[src/rtl/fetch_sequencer_pkg.sv]
// rtl/fetch_sequencer_pkg.sv - shared types and constants for the fetch sequencer
package fetch_sequencer_pkg;

   localparam int ADDR_W = 32;
   localparam int DATA_W = 32;

   // A fetched word equal to this value ends the instruction stream.
   localparam logic [DATA_W-1:0] END_MARKER = 32'h0000_0000;

   typedef enum logic [1:0] {
      FETCH  = 2'd0,
      DRAIN  = 2'd1,
      HALTED = 2'd2
   } state_t;

   typedef struct packed {
      logic [ADDR_W-1:0] pc;
      logic [DATA_W-1:0] word;
   } fetch_entry_t;

endpackage

[src/rtl/fetch_queue.sv]
// rtl/fetch_queue.sv - prefetch queue of {pc, word} entries with push/pop/flush
module fetch_queue
   import fetch_sequencer_pkg::*;
#(
   parameter int QDEPTH = 4
) (
   input  logic                      clk,
   input  logic                      rst_n,
   input  logic                      i_push,
   input  fetch_entry_t              i_push_entry,
   input  logic                      i_pop,
   input  logic                      i_flush,
   output fetch_entry_t              o_head,
   output logic                      o_full,
   output logic                      o_empty,
   output logic [$clog2(QDEPTH):0]   o_count
);

   localparam int PTR_W = $clog2(QDEPTH);
   localparam logic [PTR_W:0] FULL_COUNT = (PTR_W + 1)'(QDEPTH);

   fetch_entry_t       r_mem [QDEPTH];
   logic [PTR_W-1:0]   r_wr_ptr;
   logic [PTR_W-1:0]   r_rd_ptr;
   logic [PTR_W:0]     r_count;
   logic               w_do_push;
   logic               w_do_pop;

   assign w_do_push = i_push && (r_count != FULL_COUNT);
   assign w_do_pop  = i_pop && (r_count != '0);

   // Flush wins over push and pop; pointers wrap naturally at the power-of-two depth.
   always_ff @(posedge clk or negedge rst_n) begin
      if (!rst_n) begin
         r_wr_ptr <= '0;
         r_rd_ptr <= '0;
         r_count  <= '0;
      end else if (i_flush) begin
         r_wr_ptr <= '0;
         r_rd_ptr <= '0;
         r_count  <= '0;
      end else begin
         if (w_do_push) begin
            r_wr_ptr <= r_wr_ptr + 1'b1;
         end
         if (w_do_pop) begin
            r_rd_ptr <= r_rd_ptr + 1'b1;
         end
         case ({w_do_push, w_do_pop})
            2'b10:   r_count <= r_count + 1'b1;
            2'b01:   r_count <= r_count - 1'b1;
            default: r_count <= r_count;
         endcase
      end
   end

   always_ff @(posedge clk) begin
      if (w_do_push && !i_flush) begin
         r_mem[r_wr_ptr] <= i_push_entry;
      end
   end

   assign o_head  = r_mem[r_rd_ptr];
   assign o_full  = (r_count == FULL_COUNT);
   assign o_empty = (r_count == '0);
   assign o_count = r_count;

endmodule

[src/rtl/fetch_sequencer.sv]
// rtl/fetch_sequencer.sv - instruction fetch sequencer with prefetch queue, redirect and halt
module fetch_sequencer
   import fetch_sequencer_pkg::*;
#(
   parameter int unsigned RESET_PC  = 100,
   parameter int          QDEPTH    = 4,
   parameter int unsigned MEM_BYTES = 16384
) (
   input  logic              clk,
   input  logic              rst_n,
   output logic [ADDR_W-1:0] imemAddr,
   input  logic [DATA_W-1:0] imemData,
   input  logic              redirectValid,
   input  logic [ADDR_W-1:0] redirectPC,
   output logic              instrValid,
   input  logic              instrReady,
   output logic [DATA_W-1:0] instruction,
   output logic [ADDR_W-1:0] instrPC,
   output logic              halted,
   output logic              fault
);

   localparam int CNT_W = $clog2(QDEPTH) + 1;
   localparam logic [ADDR_W-1:0] RESET_ADDR = ADDR_W'(RESET_PC);
   localparam logic [ADDR_W-1:0] MEM_LIMIT  = ADDR_W'(MEM_BYTES);
   localparam logic [CNT_W-1:0]  CNT_ONE    = CNT_W'(1);

   state_t             r_state;
   state_t             w_state_next;
   logic [ADDR_W-1:0]  r_pc;
   logic [ADDR_W-1:0]  w_pc_next;
   logic [ADDR_W-1:0]  w_pc_inc;
   logic [ADDR_W-1:0]  w_pc_seq;
   logic               r_fault;
   logic               w_set_fault;
   logic               w_push;
   logic               w_pop;
   logic               w_flush;
   logic               w_full;
   logic               w_empty;
   logic               w_valid;
   logic               w_drained;
   logic               w_redirect_ok;
   logic [CNT_W-1:0]   w_count;
   fetch_entry_t       w_head;
   fetch_entry_t       w_push_entry;

   assign w_pc_inc      = r_pc + 32'd4;
   assign w_pc_seq      = (w_pc_inc >= MEM_LIMIT) ? '0 : w_pc_inc;
   assign w_redirect_ok = (redirectPC[1:0] == 2'b00) && (redirectPC < MEM_LIMIT);
   assign w_valid       = !w_empty;
   assign w_pop         = w_valid && instrReady;
   // The queue is empty after this edge either already or because the last entry leaves now.
   assign w_drained     = w_empty || ((w_count == CNT_ONE) && w_pop);

   assign w_push_entry.pc   = r_pc;
   assign w_push_entry.word = imemData;

   fetch_queue #(
      .QDEPTH(QDEPTH)
   ) u_queue (
      .clk          (clk),
      .rst_n        (rst_n),
      .i_push       (w_push),
      .i_push_entry (w_push_entry),
      .i_pop        (w_pop),
      .i_flush      (w_flush),
      .o_head       (w_head),
      .o_full       (w_full),
      .o_empty      (w_empty),
      .o_count      (w_count)
   );

   always_ff @(posedge clk or negedge rst_n) begin
      if (!rst_n) begin
         r_state <= FETCH;
         r_pc    <= RESET_ADDR;
         r_fault <= 1'b0;
      end else begin
         r_state <= w_state_next;
         r_pc    <= w_pc_next;
         if (w_set_fault) begin
            r_fault <= 1'b1;
         end
      end
   end

   // Redirect overrides everything else; fullness is the start-of-cycle value, so a pop cannot unblock a fetch.
   always_comb begin
      w_state_next = r_state;
      w_pc_next    = r_pc;
      w_push       = 1'b0;
      w_flush      = 1'b0;
      w_set_fault  = 1'b0;
      if (redirectValid) begin
         w_flush = 1'b1;
         if (w_redirect_ok) begin
            w_pc_next    = redirectPC;
            w_state_next = FETCH;
         end else begin
            w_set_fault  = 1'b1;
            w_state_next = HALTED;
         end
      end else begin
         case (r_state)
            FETCH: begin
               if (!w_full) begin
                  if (imemData == END_MARKER) begin
                     w_state_next = DRAIN;
                  end else begin
                     w_push    = 1'b1;
                     w_pc_next = w_pc_seq;
                  end
               end
            end
            DRAIN: begin
               if (w_drained) begin
                  w_state_next = HALTED;
               end
            end
            HALTED: begin
               w_state_next = HALTED;
            end
            default: begin
               w_state_next = FETCH;
            end
         endcase
      end
   end

   assign imemAddr    = r_pc;
   assign instrValid  = w_valid;
   assign instruction = w_valid ? w_head.word : '0;
   assign instrPC     = w_valid ? w_head.pc : '0;
   assign halted      = (r_state == HALTED);
   assign fault       = r_fault;

endmodule

[config.mk]
export PLATFORM = sky130hd
export DESIGN_NAME = fetch_sequencer
export DESIGN_NICKNAME = d
export VERILOG_FILES = /design/src/rtl/fetch_sequencer_pkg.sv /design/src/rtl/fetch_queue.sv /design/src/rtl/fetch_sequencer.sv
export SDC_FILE = /design/constraint.sdc
export NUM_CORES = 1
export LEC_CHECK = 0
export BUFFER_PORTS_ARGS = -buffer_cell sky130_fd_sc_hd__buf_2
export CAP_MARGIN = 10
export CORE_ASPECT_RATIO = 0.9
export CORE_MARGIN = 2
export CORE_UTILIZATION = 50
export DETAILED_ROUTE_END_ITERATION = 16
export GPL_TIMING_DRIVEN = 0
export HOLD_SLACK_MARGIN = 0.12
export PLACE_DENSITY_LB_ADDON = 0.3
export SLEW_MARGIN = 20
export SYNTH_ARGS = -nofsm -noshare
export SYNTH_HDL_FRONTEND = slang
export SYNTH_SLANG_ARGS = --single-unit
[constraint.sdc]
create_clock -name clk -period 5.5 [get_ports clk]
set_input_delay 0.55 -clock clk [delete_from_list [all_inputs] [get_ports clk]]
set_output_delay 0.55 -clock clk [all_outputs]
set_load 0.01 [all_outputs]
==> results of run 1 <==
## path summary, 6_finish.rpt
check | start | end | depth (start not counted)
max in group asynchronous | rst_n | imemAddr[15] | 1
max reg2reg | imemAddr[2] | imemAddr[6] | 10
min | rst_n | imemAddr[22] | 1
min in group clk | imemData[24] | u_queue.r_mem[0][24] | 1
max | u_queue.r_rd_ptr[0] | instruction[30] | 5
min reg2reg | fault | fault | 1
## cells in the final DEF, fill, tap and decap left out, types with 4 or more instances in the layout
| master | synthesis | final |
|---|---|---|
| nand3_1 | 11 | 11 |
| o211ai_1 | 4 | 4 |
| and2_1 | 88 | 84 |
| o22ai_1 | 9 | 9 |
| o21ai_0 | 7 | 7 |
| a22oi_1 | 7 | 7 |
| or3_1 | 5 | 5 |
| clkbuf_16 | 0 | 31 |
| clkinv_2 | 0 | 9 |
| and2_4 | 0 | 4 |
| clkinv_1 | 0 | 5 |
| buf_2 | 3 | 168 |
| edfxtp_1 | 256 | 256 |
| ha_1 | 13 | 13 |
| buf_1 | 8 | 8 |
| nand4_1 | 13 | 13 |
| xnor2_1 | 5 | 5 |
| clkbuf_1 | 20 | 27 |
| nor2_1 | 22 | 22 |
| nor3_1 | 4 | 4 |
| and3_1 | 4 | 4 |
| dfrtp_1 | 39 | 39 |
| mux4_2 | 64 | 64 |
| nor4_1 | 23 | 23 |
| nand2_1 | 23 | 23 |
| a21oi_1 | 15 | 15 |
| inv_1 | 20 | 20 |
## kinds of logic after synthesis
kind of cell	Yosys count	share of synthesized area, %
mux	69	12.1
xor+xnor	8	0.569
compound gates	62	3.31
fa+ha+maj	13	1.32
simple gates	209	9.94
buf+inv	54	1.77
flops	298	71.0
## synth_stat cells (8+ instances only)
cell / number
a21oi_1: 15
and2_1: 88
buf_1: 8
clkbuf_1: 20
dfrtp_1: 39
edfxtp_1: 256
ha_1: 13
inv_1: 20
mux4_2: 64
nand2_1: 23
nand3_1: 11
nand4_1: 13
nor2_1: 22
nor4_1: 23
o22ai_1: 9
## flip-flops by register name, summed over array words and instances (netlist names)
register          flops
fault                 1
imemAddr             32
r_state               2
u_queue.o_count       3
u_queue.r_mem       256
u_queue.r_rd_ptr      2
u_queue.r_wr_ptr      2
## power groups by stage
| stage | registers (W) | logic (W) | clock network, W |
|---|---|---|---|
| 2_1_floorplan | 0.00275 | 0.00104 | 0 |
| 3_3_place_gp | 0.00278 | 0.00168 | 0 |
| 3_5_place_dp | 0.00279 | 0.00170 | 0 |
| 4_1_cts | 0.00274 | 0.00170 | 0.00195 |
| 5_1_grt | 0.00276 | 0.00184 | 0.00204 |
| 6_report | 0.00274 | 0.00166 | 0.00192 |
## layout make-up
class                      count  area [sq um]
buffer                        34           143
multi-input combinational    361          3370
sequential                   298          8740
tap                          308           385
fill                        1813          9680
inverter                      20          75.1
timing repair buffer         169           913
clock inverter                18           126
clock buffer                  39           816
## layer usage
metal | up-vias | GRT usage (%) | share of wire [%]
met3 | 40 | 3.08 | 6.5
met5 | - | 0 | 0
met1 | 3514 | 29.4 | 44
li1 | 3226 | - | -
met4 | 0 | 4.40 | 1.9
met2 | 261 | 32.8 | 48
## through the flow
stage / power (W) / instance area [sq um]
after floorplan: 0.00379 / 12300
after global placement: 0.00447 / 13500
after detailed placement: 0.00448 / 13600
after CTS: 0.00639 / 14600
after global routing: 0.00664 / 14600
final: 0.00631 / 14600
## worst max-delay path, stage by stage (launching register included)
cell and delay [ns]:
dfrtp_1 0.41, buf_1 0.68, buf_1 0.77, mux4_2 0.61, and2_1 0.18, buf_2 0.13
==> flow_summary.yaml, run 1 <==
outcome:
  status: "completed"
placement:
  dp_hpwl_mm: 16.9
  io_buffers: 165
  dp.cells: 1190
  detailedPlace.worstSlack_ns: 1.83
  place.gp.congestion: 0.870
route:
  wirelength_mm: 25.8
  vias_per_cell: 5.65
  wl_per_cell_um: 20.7
  detail_route.iter0.violations: 575
  ant_nets: 0
  dr.pass1.iters: 5
  vias: 7041
  drc: 0
sta:
  hold_ws_ns: 0.152
  rsz0062_at_grt: "no"
  fin_ws_ns: 1.60
  fin_skew_ns: 0.0138
  hold_viol: 0
  slew_headroom_pct: 35.7
  fin_tns_setup_ns: 0
  setup_violations: 0
  worstMarginPinSlew_ns: 0.964
  drv_slew: 0
  timing.final.crit_share_pct: 70.8
  layout_min_cycle_time_ns: 3.90
  max_freq_mhz: 257
clocking:
  clkTransAtPathRegs_ns: 0.06
  cts_tree: "built"
  post_cts_buffers: 0
  cts_root_buffer: "clkbuf_16"
  clock_sinks: 298
  ctsResizeCount: 0
  cts_max_path_buffers: 3
  clkLatencyLatePin_ns: 0.56
  hold_buffers: 0
  cts_made_buffers: 31
  h-tree-depth: 1
logic_synthesis:
  synth_cells: 713
  synth_edf_count: 256
  synth_area_sq_um: 12300
  ys_top_cells_by_area: "edfxtp_1, mux4_2, dfrtp_1"
  synth_top_area_cell: "edfxtp_1"
  synth_warnings: 0
  synth_top_cell_area_share_pct: 62.4
  avgSynthCellArea_sq_um: 17.3
  synth_nets: 794
  async_reset_ff_share_pct: 14.1
  seq_area_frac_synth_pct: 71.0
  ys_types: 52
  ys_ff_latch: 298
  synth_flop_cell: "edfxtp_1"
global_routing:
  globalRouteTotalUtil_pct: 20.2
  antenna_found_initial: 0
  grt_pass1_vias: 7044
  grt_overflow: 0
  grt_start_max_net_pins: 43
  grt_pass1_wl_mm: 40.1
critical_path:
  worstPathMaxFanout: 10
  worstPathArrival_ns: 3.35
  critPathRequiredTime_ns: 4.95
  start_kind: "flip-flop"
  path_class: "reg -> out"
  rrSetupSlack_ns: 2.24
  endpoint_kind: "output pin"
power_and_ir_drop:
  p_seq_share_pct: 43.4
  clkPwrFrac_pct: 30.3
  irDropWorstVdd_uv: 252
  pwr-share-comb_pct: 26.3
  switching_share_pct: 29.7
  internal-power_w: 0.00444
  power.switching_w: 0.00187
  power_density_nw_per_um2: 433
  p_leak_nw: 5.08
die:
  ios: 167
  std_cell_rows: 54
  initial_core_util_pct: 50.8
  die_w_um: 169
  fp.dieH_um: 153
  dieArea_sq_um: 25900
  core_sq_um: 24300
flow_run:
  cap_violations: 0
cells_and_area:
  drive_gt1_share_pct: 31.8
  finalNonFillerCells: 1247
  final_nets: 996
  postLayoutCoreUtil_pct: 60.1
  n_antenna_cell: 0
  syn2layout_area_growth_pct: 18.3
worst_hold_path:
  hp-class: "in -> async"
Power figures use the tool's default switching activity.
==> run 2: changes to the inputs <==
- clock period: 5.5 -> 3.19 ns (I/O delays scaled with it)
==> run 2 against run 1 <==
Effect of this change: total power increased by 75%; design area increased by 3.8%; critical path depth unchanged; critical path type unchanged.
==> flow_summary.yaml, run 2 (synthesis gave the netlist of run 1 again) <==
route:
  dr.pass1.iters: 5
  vias_per_cell: 5.66
  vias: 7302
  wl_per_cell_um: 20.7
  drc: 0
  wirelength_mm: 26.8
  detail_route.iter0.violations: 782
  ant_nets: 0
critical_path:
  critPathRequiredTime_ns: 2.87
  endpoint_kind: "output pin"
  worstPathMaxFanout: 10
  r2r-end: "imemAddr[10]"
  reg2reg_from: "imemAddr[2]"
  path_class: "reg -> out"
  rrSetupSlack_ns: 0.19
  r2r_cells: 10
  worstPathArrival_ns: 2.72
  start_kind: "flip-flop"
power_and_ir_drop:
  power_density_nw_per_um2: 729
  p_leak_nw: 5.32
  irDropWorstVdd_uv: 444
die:
  fp.dieH_um: 153
  die_w_um: 169
  ios: 167
  core_sq_um: 24300
  initial_core_util_pct: 50.8
  std_cell_rows: 54
  dieArea_sq_um: 25900
clocking:
  cts_made_buffers: 30
  clkLatencyLatePin_ns: 0.56
  cts_tree: "built"
  cts_root_buffer: "clkbuf_16"
  h-tree-depth: 1
  clkTransAtPathRegs_ns: 0.06
  cts_max_path_buffers: 3
  clock_sinks: 298
global_routing:
  grt_overflow: 0
  antenna_found_initial: 0
  grt_start_max_net_pins: 45
  grt_pass1_vias: 7500
  globalRouteTotalUtil_pct: 21.2
  grt_pass1_wl_mm: 42.3
sta:
  fin_skew_ns: 0.0405
  setup_violations: 0
  slew_headroom_pct: 34.0
  drv_slew: 0
  worstMarginPinSlew_ns: 0.985
  fin_ws_ns: 0.152
  max_freq_mhz: 329
  rsz0062_at_grt: "yes"
  timing.final.crit_share_pct: 95.2
  layout_min_cycle_time_ns: 3.04
  hold_viol: 0
flow_run:
  cap_violations: 0
cells_and_area:
  final_common_cell: "edfxtp_1"
  fillers: 1807
  drive_gt1_share_pct: 32.9
  final_nets: 1042
  top_register: "u_queue.r_mem"
  postLayoutCoreUtil_pct: 62.4
  largest_reg_flops: 256
  layout_common_cells: "edfxtp_1, buf_2, and2_1"
  syn2layout_area_growth_pct: 22.8
  n_antenna_cell: 0
  fin_area_sq_um: 15100
placement:
  place_area_sq_um: 13600
  dp_hpwl_mm: 16.9
  io_buffers: 165
  detailedPlace.worstSlack_ns: -0.399
  place.gp.congestion: 0.841
worst_hold_path:
  hold_path_startpoint: "redirectPC[9]"
  whs_endpoint: "imemAddr[9]"
  hp-class: "in -> reg"
  min_path_cells: 3
outcome:
  status: "completed"
## run 2: final cells by class
type                            instances  area, sq um  share of cell area, %
Sequential cell                       298         8750                   57.9
Multi-Input combinational cell        361         3390                   22.4
Timing Repair Buffer                  216         1400                   9.23
Clock buffer                           42          847                   5.60
Tap cell                              308          385                   2.55
Buffer                                 34          185                   1.22
Clock inverter                         12          100                  0.662
Inverter                               20         75.1                  0.496
## run 2: worst max-delay path, cell delays in order, from the launching register on
cell and delay, ns:
dfrtp_1 0.35, clkbuf_1 0.56, clkbuf_1 0.54, mux4_2 0.41
and2_1 0.16, buf_2 0.13
## run 2: stage by stage
stage / hold slack (ns) / cells / setup TNS [ns] / power [W]
floorplan: 0.0234 / 713 / 0 / 0.00653
global placement: 0.470 / 1186 / -107.32 / 0.00770
detailed placement: 0.482 / 1190 / -8.58 / 0.00774
CTS: 0.128 / 1290 / 0 / 0.0111
global route: 0.173 / 1291 / -0.0119 / 0.0116
finish: 0.161 / 1291 / 0 / 0.0110
## run 2: repair_timing
action / CTS / global route
gates resized for setup: 21 / 27
endpoints found under the setup margin: 52 / 49
buffers inserted: 1 / 1
hold endpoints to repair: 178 / 0
gates cloned: 0 / 0
hold buffers: 45 / 0
pin swaps: 1 / 2
## run 2: worst max path at each step
stage	slack [ns]	cells after the start	end	start
6_report	0.15	5	instruction[18]	u_queue.r_rd_ptr[1]
5_1_grt	-0.01	10	imemAddr[10]	imemAddr[11]
4_1_cts	0.0009	5	instrPC[22]	u_queue.r_rd_ptr[0]
3_5_place_dp	-0.40	8	imemAddr[10]	imemData[21]
3_3_place_gp	-0.41	6	u_queue.r_mem[0][22]	imemData[9]
2_1_floorplan	0.48	10	imemAddr[6]	imemAddr[2]
## run 2: where the power goes
group          internal, W  leakage (nW)  total (W)  switching [W]
Sequential         0.00448          2.70    0.00473       0.000253
Combinational      0.00137          2.14    0.00298        0.00161
Clock              0.00193         0.473    0.00332        0.00139
Total              0.00778          5.32     0.0110        0.00326
## run 2: layer usage
metal	vias to the layer above	routed length (um)	track usage, %
met5	-	0	0
met2	298	12900	34.6
li1	3321	-	-
met3	38	2020	4.58
met1	3645	11300	30.0
met4	0	459	4.31
